`config.mk`:
```
export PLATFORM = sky130hd
export DESIGN_NAME = seven_seg_scan_driver
export DESIGN_NICKNAME = d
export VERILOG_FILES = /design/src/rtl/seven_seg_scan_driver.sv
export SDC_FILE = /design/constraint.sdc
export NUM_CORES = 1
export LEC_CHECK = 0
export BUFFER_PORTS_ARGS = -buffer_cell sky130_fd_sc_hd__buf_2
export CAP_MARGIN = 20
export CORE_UTILIZATION = 58
export CTS_CLUSTER_DIAMETER = 30
export CTS_CLUSTER_SIZE = 16
export DETAILED_ROUTE_END_ITERATION = 8
export GPL_TIMING_DRIVEN = 1
export PLACE_DENSITY_LB_ADDON = 0.2
export SETUP_SLACK_MARGIN = 0.2
export SYNTH_ARGS = -nofsm -noshare
export SYNTH_HDL_FRONTEND = slang
export SYNTH_SLANG_ARGS = --single-unit
```
`constraint.sdc`:
```
create_clock -name clk -period 12.1 [get_ports clk]
set_clock_uncertainty 0.1 [all_clocks]
set_input_delay 0 -clock clk [delete_from_list [all_inputs] [get_ports clk]]
set_output_delay 0 -clock clk [all_outputs]
set_load 0.005 [all_outputs]
```
`src/rtl/seven_seg_scan_driver.sv`:
```
// Multiplexed N-digit seven-segment scan driver: shared segment bus, per-slot ghost blanking,
// frame-coherent shadow registers, leading-zero suppression and per-digit dp/blank.
module seven_seg_scan_driver #(
  parameter int N_DIGITS     = 4,
  parameter int REFRESH_DIV  = 100000,
  parameter int BLANK_CYCLES = 16,
  parameter int HEX_MODE     = 0,
  parameter int AN_ACT_LOW   = 1
) (
  input  logic                  clk,
  input  logic                  rst_n,
  input  logic                  enable_i,
  input  logic [4*N_DIGITS-1:0] digits_i,
  input  logic [N_DIGITS-1:0]   dp_i,
  input  logic [N_DIGITS-1:0]   blank_i,
  input  logic                  lzs_i,
  output logic [6:0]            seg_o,
  output logic                  dp_o,
  output logic [N_DIGITS-1:0]   an_o,
  output logic                  frame_o
);

  localparam int CNT_W = $clog2(REFRESH_DIV);
  localparam int IDX_W = (N_DIGITS > 1) ? $clog2(N_DIGITS) : 1;
  localparam logic [CNT_W-1:0] CNT_MAX   = CNT_W'(REFRESH_DIV - 1);
  localparam logic [CNT_W-1:0] BLANK_END = CNT_W'(BLANK_CYCLES);
  localparam logic [IDX_W-1:0] IDX_MAX   = IDX_W'(N_DIGITS - 1);
  localparam logic [N_DIGITS-1:0] AN_OFF =
    (AN_ACT_LOW != 0) ? {N_DIGITS{1'b1}} : {N_DIGITS{1'b0}};

  // Scan position
  logic [CNT_W-1:0] slot_cnt_q, slot_cnt_d;
  logic [IDX_W-1:0] idx_q, idx_d;

  // Frame shadow registers
  logic [4*N_DIGITS-1:0] digits_q;
  logic [N_DIGITS-1:0]   dp_sh_q;
  logic [N_DIGITS-1:0]   blank_q;
  logic                  lzs_q;

  // Registered outputs
  logic [6:0]          seg_q, seg_d;
  logic                dp_q, dp_d;
  logic [N_DIGITS-1:0] an_q, an_d;
  logic                frame_q, frame_d;

  logic                  snap;
  logic [4*N_DIGITS-1:0] cur_digits;
  logic [N_DIGITS-1:0]   cur_dp;
  logic [N_DIGITS-1:0]   cur_blank;
  logic                  cur_lzs;

  logic [3:0]          digit_val [N_DIGITS];
  logic [6:0]          slot_seg  [N_DIGITS];
  logic [N_DIGITS-1:0] zero_vec;
  logic [N_DIGITS-1:0] suppress;
  logic [N_DIGITS-1:0] slot_dp;
  logic [N_DIGITS-1:0] an_onehot;

  function automatic logic [6:0] decode(input logic [3:0] v);
    logic hex;
    hex = (HEX_MODE != 0);
    case (v)
      4'h0: decode = 7'h3F;
      4'h1: decode = 7'h06;
      4'h2: decode = 7'h5B;
      4'h3: decode = 7'h4F;
      4'h4: decode = 7'h66;
      4'h5: decode = 7'h6D;
      4'h6: decode = 7'h7D;
      4'h7: decode = 7'h07;
      4'h8: decode = 7'h7F;
      4'h9: decode = 7'h6F;
      4'hA: decode = hex ? 7'h77 : 7'h00;
      4'hB: decode = hex ? 7'h7C : 7'h00;
      4'hC: decode = hex ? 7'h39 : 7'h00;
      4'hD: decode = hex ? 7'h5E : 7'h00;
      4'hE: decode = hex ? 7'h79 : 7'h00;
      default: decode = hex ? 7'h71 : 7'h00;
    endcase
  endfunction

  // The snapshot cycle decodes straight from the inputs so the first slot of a frame
  // already sees the data being captured, even when BLANK_CYCLES is 0.
  assign snap       = enable_i && (slot_cnt_q == '0) && (idx_q == '0);
  assign cur_digits = snap ? digits_i : digits_q;
  assign cur_dp     = snap ? dp_i     : dp_sh_q;
  assign cur_blank  = snap ? blank_i  : blank_q;
  assign cur_lzs    = snap ? lzs_i    : lzs_q;

  generate
    for (genvar gi = 0; gi < N_DIGITS; gi++) begin : g_digit
      assign digit_val[gi] = cur_digits[4*gi +: 4];
      assign zero_vec[gi]  = (digit_val[gi] == 4'd0);
      // A digit is a leading zero when it and every more significant digit are zero.
      if (gi == 0) begin : g_lsd
        assign suppress[gi] = 1'b0;
      end else begin : g_upper
        assign suppress[gi] = cur_lzs && (&zero_vec[N_DIGITS-1:gi]);
      end
      assign slot_seg[gi]  = (cur_blank[gi] || suppress[gi]) ? 7'h00 : decode(digit_val[gi]);
      assign slot_dp[gi]   = cur_dp[gi] && !cur_blank[gi];
      assign an_onehot[gi] = (idx_q == IDX_W'(gi));
    end
  endgenerate

  always_comb begin
    slot_cnt_d = slot_cnt_q;
    idx_d      = idx_q;
    if (!enable_i) begin
      slot_cnt_d = '0;
      idx_d      = '0;
    end else if (slot_cnt_q == CNT_MAX) begin
      slot_cnt_d = '0;
      idx_d      = (idx_q == IDX_MAX) ? '0 : idx_q + 1'b1;
    end else begin
      slot_cnt_d = slot_cnt_q + 1'b1;
    end
  end

  always_comb begin
    seg_d   = 7'h00;
    dp_d    = 1'b0;
    an_d    = AN_OFF;
    frame_d = snap;
    if (enable_i && (slot_cnt_q >= BLANK_END)) begin
      an_d  = AN_OFF ^ an_onehot;
      seg_d = slot_seg[idx_q];
      dp_d  = slot_dp[idx_q];
    end
  end

  always_ff @(posedge clk or negedge rst_n) begin
    if (!rst_n) begin
      slot_cnt_q <= '0;
      idx_q      <= '0;
      digits_q   <= '0;
      dp_sh_q    <= '0;
      blank_q    <= '0;
      lzs_q      <= 1'b0;
      seg_q      <= 7'h00;
      dp_q       <= 1'b0;
      an_q       <= AN_OFF;
      frame_q    <= 1'b0;
    end else begin
      slot_cnt_q <= slot_cnt_d;
      idx_q      <= idx_d;
      if (snap) begin
        digits_q <= digits_i;
        dp_sh_q  <= dp_i;
        blank_q  <= blank_i;
        lzs_q    <= lzs_i;
      end
      seg_q   <= seg_d;
      dp_q    <= dp_d;
      an_q    <= an_d;
      frame_q <= frame_d;
    end
  end

  assign seg_o   = seg_q;
  assign dp_o    = dp_q;
  assign an_o    = an_q;
  assign frame_o = frame_q;

endmodule

```
# ---- Word-level counts from Yosys, hierarchy flattened
# Memory sizes are Yosys's and may differ from the RTL's.
# Cells that the tools add are included.
dict set report op_classes {
  muxes 21
  addsub 2
  n_lt_le_gt_ge 3
  reduce_logical 24
  n_eq_ne 5
  bitwise 2
}
# op count
set op_table {}
lappend op_table {{two-way mux 7 bit} 7}
lappend op_table {{two-way mux 17 bit} 2}
lappend op_table {{adder 17 x 1 -> 17 bit (second input constant)} 1}
lappend op_table {{== test 17 bit (second input constant)} 1}
lappend op_table {{greater-or-equal comparator 17 x 5 -> 1 bit (second input constant)} 1}
lappend op_table {{zero test 17 bit} 1}
lappend op_table {{two-way mux 16 bit} 1}
lappend op_table {{binary-select mux 7 bit (select 2 bit)} 1}
lappend op_table {{zero test 4 bit} 3}
lappend op_table {{two-way mux 4 bit} 3}
lappend op_table {{logical AND 1 bit} 10}
lappend op_table {{two-way mux 2 bit} 3}
lappend op_table {{== test 2 bit (second input constant)} 2}
lappend op_table {{zero test 1 bit} 4}
lappend op_table {{inverter 4 bit} 1}
lappend op_table {{greater-or-equal comparator 3 bit (second input constant)} 1}
lappend op_table {{logical OR 1 bit} 3}
lappend op_table {{less-than comparator 2 x 3 -> 1 bit (second input constant)} 1}
lappend op_table {{two-way mux 1 bit} 3}
lappend op_table {{inverter 2 -> 3 bit} 1}
lappend op_table {{AND reduction 3 bit} 1}
lappend op_table {{adder 2 x 1 -> 2 bit (second input constant)} 1}
lappend op_table {{binary-select mux 1 bit (select 2 bit)} 1}
lappend op_table {{== test 2 x 1 -> 1 bit (second input constant)} 1}
lappend op_table {{other kinds (3)} 3}
dict set report totals {
  word_cells 71
  reg_bits 57
  out_inout_bits 13
  inputBits 28
  n_memories 4
  mem_bits_ro 448
}
# name depth width rd rd_ports_with_merged_regs write_ports line_no
set memory_table {}
lappend memory_table {{(name not given)} 16 7 1 0 0 63} ;# case (v)
lappend memory_table {{(name not given)} 16 7 1 0 0 63}
lappend memory_table {{(name not given)} 16 7 1 0 0 63}
lappend memory_table {{(name not given)} 16 7 1 0 0 63}

# ---- Logic depth before layout (Yosys ltp)
# Gate-level depths: netlist (run 1).
dict set report logic_depth {
  depth_word 13
  depth_mapped 20
  depth_no_buf 16
}

# ---- Worst setup path after synthesis (run 1)
# OpenSTA, ideal clock, no wires.
dict set report synth_path {
  kind {register to register}
  from {reg idx_q[0]}
  to {reg seg_q[1], in the netlist seg_o[1]}
  arrival_time_ns 3.839
  synth_period_minus_slack_ns 4.086
  path_slack_ns 8.014
  setup_time_ns 0.147
  path_buffers 4
  t_required_ns 11.853
  path_stages_with_launch 18
  cell_sequence {dfrtp_1 > clkinv_1 > ha_1 > and4_1 > buf_2 > nand2_4 > buf_6 > buf_2 > buf_2 > mux2i_1 > ha_1 > nor4bb_1 > a311oi_1 > nand2_1 > o21ai_1 > o21a_1 > a211oi_1 > a311oi_1}
}
dict set report synth_via {
  elab_chain_cells 12
  elab_cells_between_ends 29
  classes_between {mux (11); bitwise (1); reduce/logical (13); memory (4)}
}
# item line_no
set synth_rtl {}
lappend synth_rtl {{start: declaration} 33} ;# logic [IDX_W-1:0] idx_q, idx_d;
lappend synth_rtl {{start signal: assignment} 147} ;# idx_q <= idx_d;
lappend synth_rtl {{parallel branches: the longest is 8 deep, another holds memory read (16 x 7 bit)} -}
lappend synth_rtl {{binary-select mux 7 bit (select 2 bit) *} 128} ;# seg_d = slot_seg[idx_q];
lappend synth_rtl {{two-way mux 7 bit (implied by the code) * (2 in a row)} 128}
lappend synth_rtl {{two-way mux 7 bit *} 126} ;# if (enable_i && (slot_cnt_q >= BLANK_END)) begin
lappend synth_rtl {{named net seg_d[1]} 42} ;# logic [6:0] seg_q, seg_d;
lappend synth_rtl {{end signal: assignment} 154} ;# seg_q <= seg_d;
lappend synth_rtl {{end: declaration} 42}
# Mark *: on every way through the listed nets, which the timed path passes. The select of a mux whose other input is x is not followed.
# A chain may end at the register's enable or synchronous reset.

# ---- Worst setup path in the final report (run 1)
dict set report layout_path {
  from {reg slot_cnt_q[4]}
  to {reg seg_q[6], in the netlist seg_o[6]}
}
dict set report layout_via {
  elab_chain_cells 13
  elab_cells_between_ends 31
  classes_between {order compare (1); mux (11); reduce/logical (15); memory (4)}
}
# item line_no
set layout_rtl {}
lappend layout_rtl {{start: declaration} 32} ;# logic [CNT_W-1:0] slot_cnt_q, slot_cnt_d;
lappend layout_rtl {{start signal: assignment} 146} ;# slot_cnt_q <= slot_cnt_d;
lappend layout_rtl {{zero test 17 bit *} 85} ;# assign snap = enable_i && (slot_cnt_q == '0) && (idx_q == '0);
lappend layout_rtl {{logical AND 1 bit * (2 in a row)} 85}
lappend layout_rtl {{two-way mux 16 bit *} -}
lappend layout_rtl {{named net cur_digits[13]} 48} ;# logic [4*N_DIGITS-1:0] cur_digits;
lappend layout_rtl {{parallel branches: the longest is 5 deep, another holds memory read (16 x 7 bit)} -}
lappend layout_rtl {{binary-select mux 7 bit (select 2 bit) *} 128}
lappend layout_rtl {{two-way mux 7 bit (implied by the code) * (2 in a row)} 128}
lappend layout_rtl {{two-way mux 7 bit *} 126}
lappend layout_rtl {{named net seg_d[6]} 42}
# Marks and branches as above.

==> results of run 1 <==
-- sequential cells by signal, summed over array words and instances, names as in the netlist --
| signal | cells |
|---|---|
| idx_q | 2 |
| frame_o | 1 |
| slot_cnt_q | 17 |
| dp_o | 1 |
| lzs_q | 1 |
| dp_sh_q | 4 |
| blank_q | 4 |
| digits_q | 16 |
| an_o | 4 |
| seg_o | 7 |
-- worst max path at each step --
stage               end  cells past startpoint     startpoint  slack [ns]
6_report       seg_o[6]                     15  slot_cnt_q[4]        7.12
5_1_grt        seg_o[2]                     14  slot_cnt_q[5]        6.83
4_1_cts        seg_o[6]                     15  slot_cnt_q[4]        7.27
3_5_place_dp   seg_o[6]                     15  slot_cnt_q[4]        7.33
3_3_place_gp   seg_o[2]                     15       idx_q[0]        7.48
2_1_floorplan  seg_o[1]                     17       idx_q[0]        8.01
-- kinds of logic after synthesis --
family | Yosys count | synth area share
flip-flops | 57 | 0.3788
XOR/XNOR | 13 | 0.03013
adder cells (fa/ha/maj) | 25 | 0.08278
AND/OR/NAND/NOR | 160 | 0.2262
AO/OA/AOI/OAI | 96 | 0.1785
multiplexers | 16 | 0.05033
buffers and inverters | 46 | 0.05331
-- area by class of cell --
cell class	count	area, µm²	area share
multi-input cells	310	2146	0.4850
flip-flops and latches	57	1431	0.3235
clock inverters	5	62.56	0.01414
well taps	77	96.34	0.02178
clock buffers	11	151.4	0.03422
inverters	29	108.9	0.02460
repair buffers	63	427.9	0.09672
-- worst min-delay path: stages --
cell	delay (ns)
sky130_fd_sc_hd__buf_2	0.15
sky130_fd_sc_hd__nand3_1	0.11
sky130_fd_sc_hd__and2_1	0.22
sky130_fd_sc_hd__inv_1	0.07
-- per-layer routing --
metal	wire [µm]	up-vias	part of all wire	global-route usage
met2	4586	197	0.46	0.4820
met1	4286	1604	0.43	0.4022
li1	-	1604	-	-
met5	0	-	0	0
met3	869	39	0.087	0.07033
met4	303	0	0.030	0.1586
-- cells in the mapped netlist, types with 6 or more instances --
cell type / count
sky130_fd_sc_hd__a21oi_1: 10
sky130_fd_sc_hd__ha_1: 25
sky130_fd_sc_hd__nand4_1: 9
sky130_fd_sc_hd__a22oi_1: 7
sky130_fd_sc_hd__xor2_1: 11
sky130_fd_sc_hd__nor2b_1: 7
sky130_fd_sc_hd__buf_2: 8
sky130_fd_sc_hd__dfrtp_1: 53
sky130_fd_sc_hd__mux2i_1: 9
sky130_fd_sc_hd__nand2_1: 41
sky130_fd_sc_hd__nand3_1: 18
sky130_fd_sc_hd__inv_1: 26
sky130_fd_sc_hd__a21boi_0: 7
sky130_fd_sc_hd__nor2_1: 33
sky130_fd_sc_hd__nor3_1: 6
sky130_fd_sc_hd__and3_1: 10
sky130_fd_sc_hd__nor3b_1: 8
sky130_fd_sc_hd__o21ai_1: 7
sky130_fd_sc_hd__and2_1: 7
sky130_fd_sc_hd__o21ai_0: 23
-- power breakdown --
part | internal, µW | switching [µW] | leakage, µW
clock network | 107 | 84.5 | 0.000102
registers | 212 | 18.4 | 0.000734
logic | 78.7 | 117 | 0.00118
-- metrics by stage --
step | power (µW) | utilization | hold slack, ns
2_1_floorplan | 364.9 | - | -0.3956
3_3_place_gp | 411.0 | 0.6320 | 0.08206
3_5_place_dp | 415.2 | 0.6320 | 0.08397
4_1_cts | 615.2 | 0.7008 | 0.1076
5_1_grt | 647.5 | 0.7008 | 0.1564
6_report | 618.0 | 0.7008 | 0.1272
-- repair_timing --
| action | in CTS | in global routing |
|---|---|---|
| endpoints found under the setup margin | 0 | 0 |
| buffers inserted | 0 | 0 |
| hold buffers | 22 | 0 |
| endpoints found under the hold margin | 79 | 0 |
==> impl_summary.md, run 1 <==
Outcome
The flow ran to the end, and the final reports show no timing, DRC or antenna violations.

Final layout
The number of nets in the layout is between 500 and 600. Leaving out fill and tap cells, the most frequent cells in the layout are 53 x sky130_fd_sc_hd__dfrtp_1, 41 x sky130_fd_sc_hd__nand2_1, 40 x sky130_fd_sc_hd__buf_2. The number of standard cells in the layout, taps in and fillers out is roughly 550. Leaving out fill and tap cells, the most frequent cell in the layout is sky130_fd_sc_hd__dfrtp_1. The total of fill cells in the finished design is 480. The share of cells above drive strength 1 is 0.1642. Summing all non-filler instances in the final layout gives an area of between 4000 and 5000 µm². 0 antenna diodes ended up in the layout. The growth of design area from synthesis to finish is 17.09%.

STA
The number of hold violations in the final report is 0. The worst pin sits at a relative slew slack of 0.3696. The setup TNS is 0 ns.

Derived from the worst setup path, the maximum achievable clock frequency is ~200 MHz. The final-report setup violation count is 0. The max-slew violation count is 0. Setup repair after global routing left no endpoint under its margin.

The clock period minus worst slack is approximately 5.0 ns. For the pin with the worst max-slew slack, the measured transition is between 0.9 and 1 ns. The final cycle utilization of the critical path is 0.4115. The worst setup slack after layout is between 7 and 8 ns.

Setup path
The setup check on the worst reg-to-reg path leaves a slack of approximately 7.1 ns. In this design, the stage delay of the slowest critical-path cell is about 0.76 ns. The worst register-to-register path begins at slot_cnt_q[4]. The required time of the critical path is between 10 and 15 ns. The worst register-to-register path ends at seg_o[6]. The worst register-to-register path has a depth of 15. Traced cell by cell, the critical path runs through nor4_1 > and4_1 > nand2_4 > inv_2 > nand2_1 > nand2_1 > inv_1 > ha_1 > nor4bb_1 > a311oi_1 > o21ai_0 > a211oi_2 > o41ai_1 > a41o_1 > a21oi_1. By instance count, the cell type seen most on the critical path is sky130_fd_sc_hd__nand2_1. The critical path class is flop to flop. The worst setup path is launched from a flop. The maximum fanout count along the critical path is 31. The element type at the critical path end is a flop.

Data arrives at the worst endpoint at between 5 and 6 ns. Grouping stages by cell kind, the critical path spends the most delay in simple AND/OR/NAND/NOR gates. The cell with the largest stage delay on the worst path is sky130_fd_sc_hd__and4_1. The number of buffers and inverters on the critical path is 2.

Drt
The count of nets left with antenna violations once routing finished came out at 0. The post-detailed-routing wire length is 10050 µm. Dividing the detail-routed via count by the number of cells gives just over 6. The first routing iteration left roughly 380 violations. The detailed router placed 3444 vias in this run. After detailed routing, the number of remaining DRC violations is 0.

Before antenna repair, the detailed router went through 5 iterations. After detailed routing, the average wire length per cell comes to about 18 µm.

Placement
Detailed placement ended at an HPWL of a little under 7000 µm. The number of placed instances, taps included, is 514. OpenSTA, run right after detailed placement, puts the worst setup slack at 7.333 ns.

Buffers placed on the I/O ports in this run total 40. The placed instances occupy a cell area of between 3000 and 4000 µm². Routability-driven placement finished with a final weighted congestion of 0.9346.

Floorplan
The initial core utilization is 0.5985. In this run the count of I/O pins placed on the die edge is 41. The core region is roughly 6300 µm². The die footprint is between 6000 and 7000 µm². The die height is 82.72 µm. The floorplan die width is a little over 80 µm.

The floorplan row count is 29.

Yosys
The cell accounting for the most synthesized area is sky130_fd_sc_hd__dfrtp_1. The mapped netlist covers between 3000 and 4000 µm². After synthesis, the cell types taking the most area are sky130_fd_sc_hd__dfrtp_1 35%, sky130_fd_sc_hd__ha_1 8.3%, sky130_fd_sc_hd__nand2_1 4.1%, sky130_fd_sc_hd__nor2_1 3.3%, sky130_fd_sc_hd__o21ai_0 3.0%.

The number of nets produced by synthesis is about 470. The share of synthesized registers carrying an async set or reset is 1.000. During synthesis, Yosys emitted a total of 0 warnings. The share of synthesized area in the top cell type comes to 0.3510.

The synthesized netlist contains between 60 and 70 unique library cells. The synthesized design contains 0 enable-type register cells. The number of register bits inferred by synthesis is 57.

The predominant post-synthesis flop cell is sky130_fd_sc_hd__dfrtp_1. Each instance of the synthesized netlist takes up on average slightly above 9 µm². The number of instances in the synthesized netlist is about 410. Of the synthesized area, sequential elements account for 0.3788.

Clock network
The clock root buffer is sky130_fd_sc_hd__clkbuf_8. The number of buffers on the longest clock path is 2. Counting the buffers created by CTS gives 9. The clock tree from TritonCTS is yes. The H-tree level count is 3. At the later pin of the worst-skew pair, clock insertion delay measures approximately 0.34 ns.

The number of gates resized after CTS was 0. CTS saw 57 sinks. The CTS clock-pin slew for the worst setup and hold paths is about 0.070 ns.

Hold path
The instance count along the most critical hold path is 4. The startpoint of the worst hold path is digits_i[6]. The worst hold path terminates at digits_q[6]. The tightest min-delay check is of the primary input to flop type.

Power
The power per cell area is between 100 and 150 nW/µm². For this design the static power due to leakage is 0.002018 µW. The highest ir drop seen on vdd is roughly 0.084 mV.

Run
The max-capacitance violation count is 0.

GRT
The total overflow reported by the global router is 0. Entering global routing, the biggest net connects 58 pins. The global-route wire length before repair is between 15000 and 20000 µm.

The initial antenna violation count was 0. The total global-route track usage is 0.3099. The via count of the first global-routing pass is around 3200.
Power figures use the tool's default switching activity.
==> inputs of run 2 (changes only) <==
- ABC_AREA: unset -> 1
- CORE_UTILIZATION: 58 -> 53
- clock period: 12.1 -> 4.5 ns (I/O delays scaled with it)
==> run 2 against run 1 <==
Final cell count rose by 24%. Design area shrank 0.11%. Sequential cell count is the same. Sequential share of layout area about the same. Power increased to 3.1 times the previous value. Register-to-register slack got worse by 6.5 ns. Critical path depth is 1 lower. Worst setup slack worse by 6.5 ns. Clock power increased by 150%. Synthesized cell count up 26%. Sequential power rose to 2.8 times the previous value. Largest power group is now combinational logic. Highest routed layer unchanged.
==> impl_summary.md, run 2 <==
Placement
The HPWL reported at the end of detailed placement is ~6300 µm. The count of input and output buffers is 40. The final RePlAce weighted congestion is about 0.86.

Floorplan
The floorplan step defined a die boundary enclosing approximately 7400 µm². Measured along the y axis, the die boundary spans approximately 86 µm. The number of I/O pins is 41.

The floorplan row count is 30. For this configuration, the core starts out at a cell density of 0.5490. The floorplan step defined a core boundary enclosing approximately 6800 µm². The floorplan die width is between 80 and 90 µm.

Yosys
The cell accounting for the most synthesized area is sky130_fd_sc_hd__dfrtp_1. The commonest cells after synthesis are 146 x sky130_fd_sc_hd__nand2_1, 80 x sky130_fd_sc_hd__inv_1, 67 x sky130_fd_sc_hd__nor2_1, 53 x sky130_fd_sc_hd__dfrtp_1, 37 x sky130_fd_sc_hd__nand3_1. For this run, the register share of the synthesized area comes to 0.3838. Yosys instantiated no cell more often than sky130_fd_sc_hd__nand2_1. The number of nets produced by synthesis is between 500 and 600. The average cell area after synthesis is a little over 7 µm².

The predominant post-synthesis flop cell is sky130_fd_sc_hd__dfrtp_1. The share of synthesized registers carrying an async set or reset is 1.000. Of the post-synthesis cell area, the dominant cell type holds 0.3556.

The number of register bits inferred by synthesis is 57. The combined area of all synthesized cells is around 3700 µm². By area the synthesized netlist is led by sky130_fd_sc_hd__dfrtp_1 36%, sky130_fd_sc_hd__nand2_1 15%, sky130_fd_sc_hd__ha_1 8.4%, sky130_fd_sc_hd__inv_1 8.1%, sky130_fd_sc_hd__nor2_1 6.7%. The count of yosys warnings during synthesis is 0. The synthesized design contains 0 enable-type register cells.

The count of different cell masters after synthesis is 32. The number of instances in the synthesized netlist is 521.

GRT
Entering global routing, the biggest net connects between 50 and 60 pins. The global-route wire length before repair is 14540 µm. The total overflow reported by the global router is 0. The via count of the first global-routing pass is 3334. Across every metal layer, demand over resource in global routing totals 0.2506.

The initial antenna violation count came to 0.

Drt
For this run, design rule violations remaining after detail routing come to 0. The number of optimization iterations in the first detailed-route pass is 5. The routed wire length per instance is about 12 µm.

For this block, the initial DRC count from the detailed router was about 170. The post-detailed-routing wire length is about 8500 µm. Using the TritonRoute via totals, the vias-per-cell ratio works out to between 4 and 5.

The via count of the routed design is around 3400. The number of nets still failing antenna checks after routing is 0.

Power
VDD sags by at most 0.2198 mV. Overall power consumption after layout is estimated at approximately 1900 µW. For this design the static power due to leakage is 0.002344 µW.

The power per cell area is around 440 nW/µm².

Clock network
The buffer count from post-CTS setup fixing is 0. In this run the clock root is driven by a sky130_fd_sc_hd__clkbuf_8. The clock tree from TritonCTS is yes. Buffers inserted during clock tree synthesis total 9. At the later pin of the worst-skew pair, clock insertion delay measures between 0.3 and 0.4 ns. The CTS clock-pin slew for the worst setup and hold paths is roughly 0.070 ns. The count of clock tree sinks is 57. The H-tree generated during clock tree synthesis spans 3 levels. The number of buffers on the longest clock path is 2.

Run
The tool flagged a number of max-cap violations equal to 0.

STA
The max-slew violation count was 0. The final-report setup violation count is 0. In the finished design, the share of the clock period the worst path needs comes to 0.8617.

Setup repair after global routing left no endpoint under its margin. At the pin with the least slew margin, the transition time is 0.9471 ns. The number of hold violations in the final report is 0. The worst max-slew margin expressed relative to the limit is 0.3656. The maximum frequency from static timing analysis is 257.9 MHz. For the finished layout, the period the worst path requires is approximately 3.9 ns. The setup TNS is 0 ns.

Setup path
The worst-case register-to-register setup slack is between 0.6 and 0.7 ns. The worst setup path is launched from a flop. The element type at the critical path end is a flop.

At the worst endpoint, the required time is between 4 and 5 ns. For the worst setup path, the data arrival time is approximately 4.0 ns. The maximum fanout count along the critical path is 45.

The critical path is of the flop to flop type.

Final layout
The share of cells above drive strength 1 is 0.1458. The total of fill cells in the finished design is between 600 and 700. slot_cnt_q holds more flip-flops than any other register. From synthesis to final layout, the design area changed by 18.48%. In the layout the commonest cells are 146 x sky130_fd_sc_hd__nand2_1, 80 x sky130_fd_sc_hd__inv_1, 67 x sky130_fd_sc_hd__nor2_1. The most frequent standard cell in the layout excluding fill and tap cells is sky130_fd_sc_hd__nand2_1. For this run, the post-layout net count is 638. The register with the most flip-flops in the layout has 17 of them. The antenna diode count is 0.

Hold path
The worst min-delay path category is primary input to flop.

Outcome
The run finished with clean final reports.
-- run 2: changes by cell type in the layout (fill, tap and decap cells not counted), sizes merged, moves of 8 or more --
cell | before | now
mux2i | 11 | 0
nand3 | 18 | 41
xor2 | 11 | 1
nor3b | 9 | 0
nand2 | 42 | 149
inv | 29 | 82
a21boi | 9 | 1
nor2 | 33 | 74
a21oi | 10 | 19
and3 | 10 | 0
nand4 | 9 | 19
-- run 2: timing repair --
action                     in CTS  in global routing
resized for setup               0                  1
setup endpoints to repair       0                  2
hold buffers                   23                  0
hold endpoints to repair       78                  0
-- run 2: cells by family after synthesis --
group	share of synthesized area
AOI/OAI and AO/OA	0.08118
and+or+nand+nor	0.3412
adders and majority gates	0.08386
buffers and inverters	0.1030
DFF	0.3838
xor gates and xnor gates	0.007046
-- run 2: worst max-delay path, stage by stage (launching register included) --
cell and delay (ns):
sky130_fd_sc_hd__dfrtp_1 0.52, sky130_fd_sc_hd__inv_1 0.28, sky130_fd_sc_hd__ha_1 0.22, sky130_fd_sc_hd__nand3_1 0.10, sky130_fd_sc_hd__nor2_2 0.46, sky130_fd_sc_hd__nand3_4 0.51, sky130_fd_sc_hd__o21ai_1 0.50, sky130_fd_sc_hd__ha_1 0.23
sky130_fd_sc_hd__nand3_2 0.14, sky130_fd_sc_hd__nor2_4 0.20, sky130_fd_sc_hd__nand3_2 0.17, sky130_fd_sc_hd__nand3_1 0.14, sky130_fd_sc_hd__nand2_1 0.06, sky130_fd_sc_hd__nand2_1 0.06, sky130_fd_sc_hd__nor2_1 0.06
-- run 2: area by class of cell --
class,instances,area [µm²],share of cell area
Timing Repair Buffer,64,437.9,0.09909
Sequential cell,57,1431,0.3239
Clock buffer,11,141.4,0.03199
Multi-Input combinational cell,369,1918,0.4340
Inverter,84,315.3,0.07135
Clock inverter,5,55.05,0.01246
Tap cell,96,120.1,0.02718
-- run 2: power by group --
group / internal (µW) / switching [µW]
Clock: 269 / 203
Sequential: 602 / 39.4
Combinational: 273 / 549
Total: 1140 / 791
-- run 2: path summary, 6_finish.rpt --
check,startpoint,end,cells after the start
max,idx_q[0],seg_o[5],14
min,digits_i[4],digits_q[4],5
max reg2reg,idx_q[0],seg_o[5],14
min reg2reg,slot_cnt_q[0],slot_cnt_q[0],1
max in group asynchronous,rst_n,digits_q[0],3
min in group asynchronous,rst_n,digits_q[10],3
-- run 2: per-stage QoR --
step	utilization	setup WS, ns	hold slack [ns]	instances	area, µm²
2_1_floorplan	-	1.592	-0.3956	521	3730
3_3_place_gp	0.5871	0.8371	0.08208	647	3989
3_5_place_dp	0.5871	0.6687	0.08450	647	3989
4_1_cts	0.6499	0.6040	0.05454	686	4415
5_1_grt	0.6505	0.1995	0.1194	686	4419
6_report	0.6505	0.6225	0.08418	686	4419
-- run 2: layer usage --
metal / up-vias / GRT usage / wire length [µm]
li1: 1759 / - / -
met1: 1556 / 0.3148 / 3875
met2: 86 / 0.4235 / 4061
met3: 25 / 0.03946 / 352
met4: 0 / 0.1167 / 193
met5: - / 0 / 0
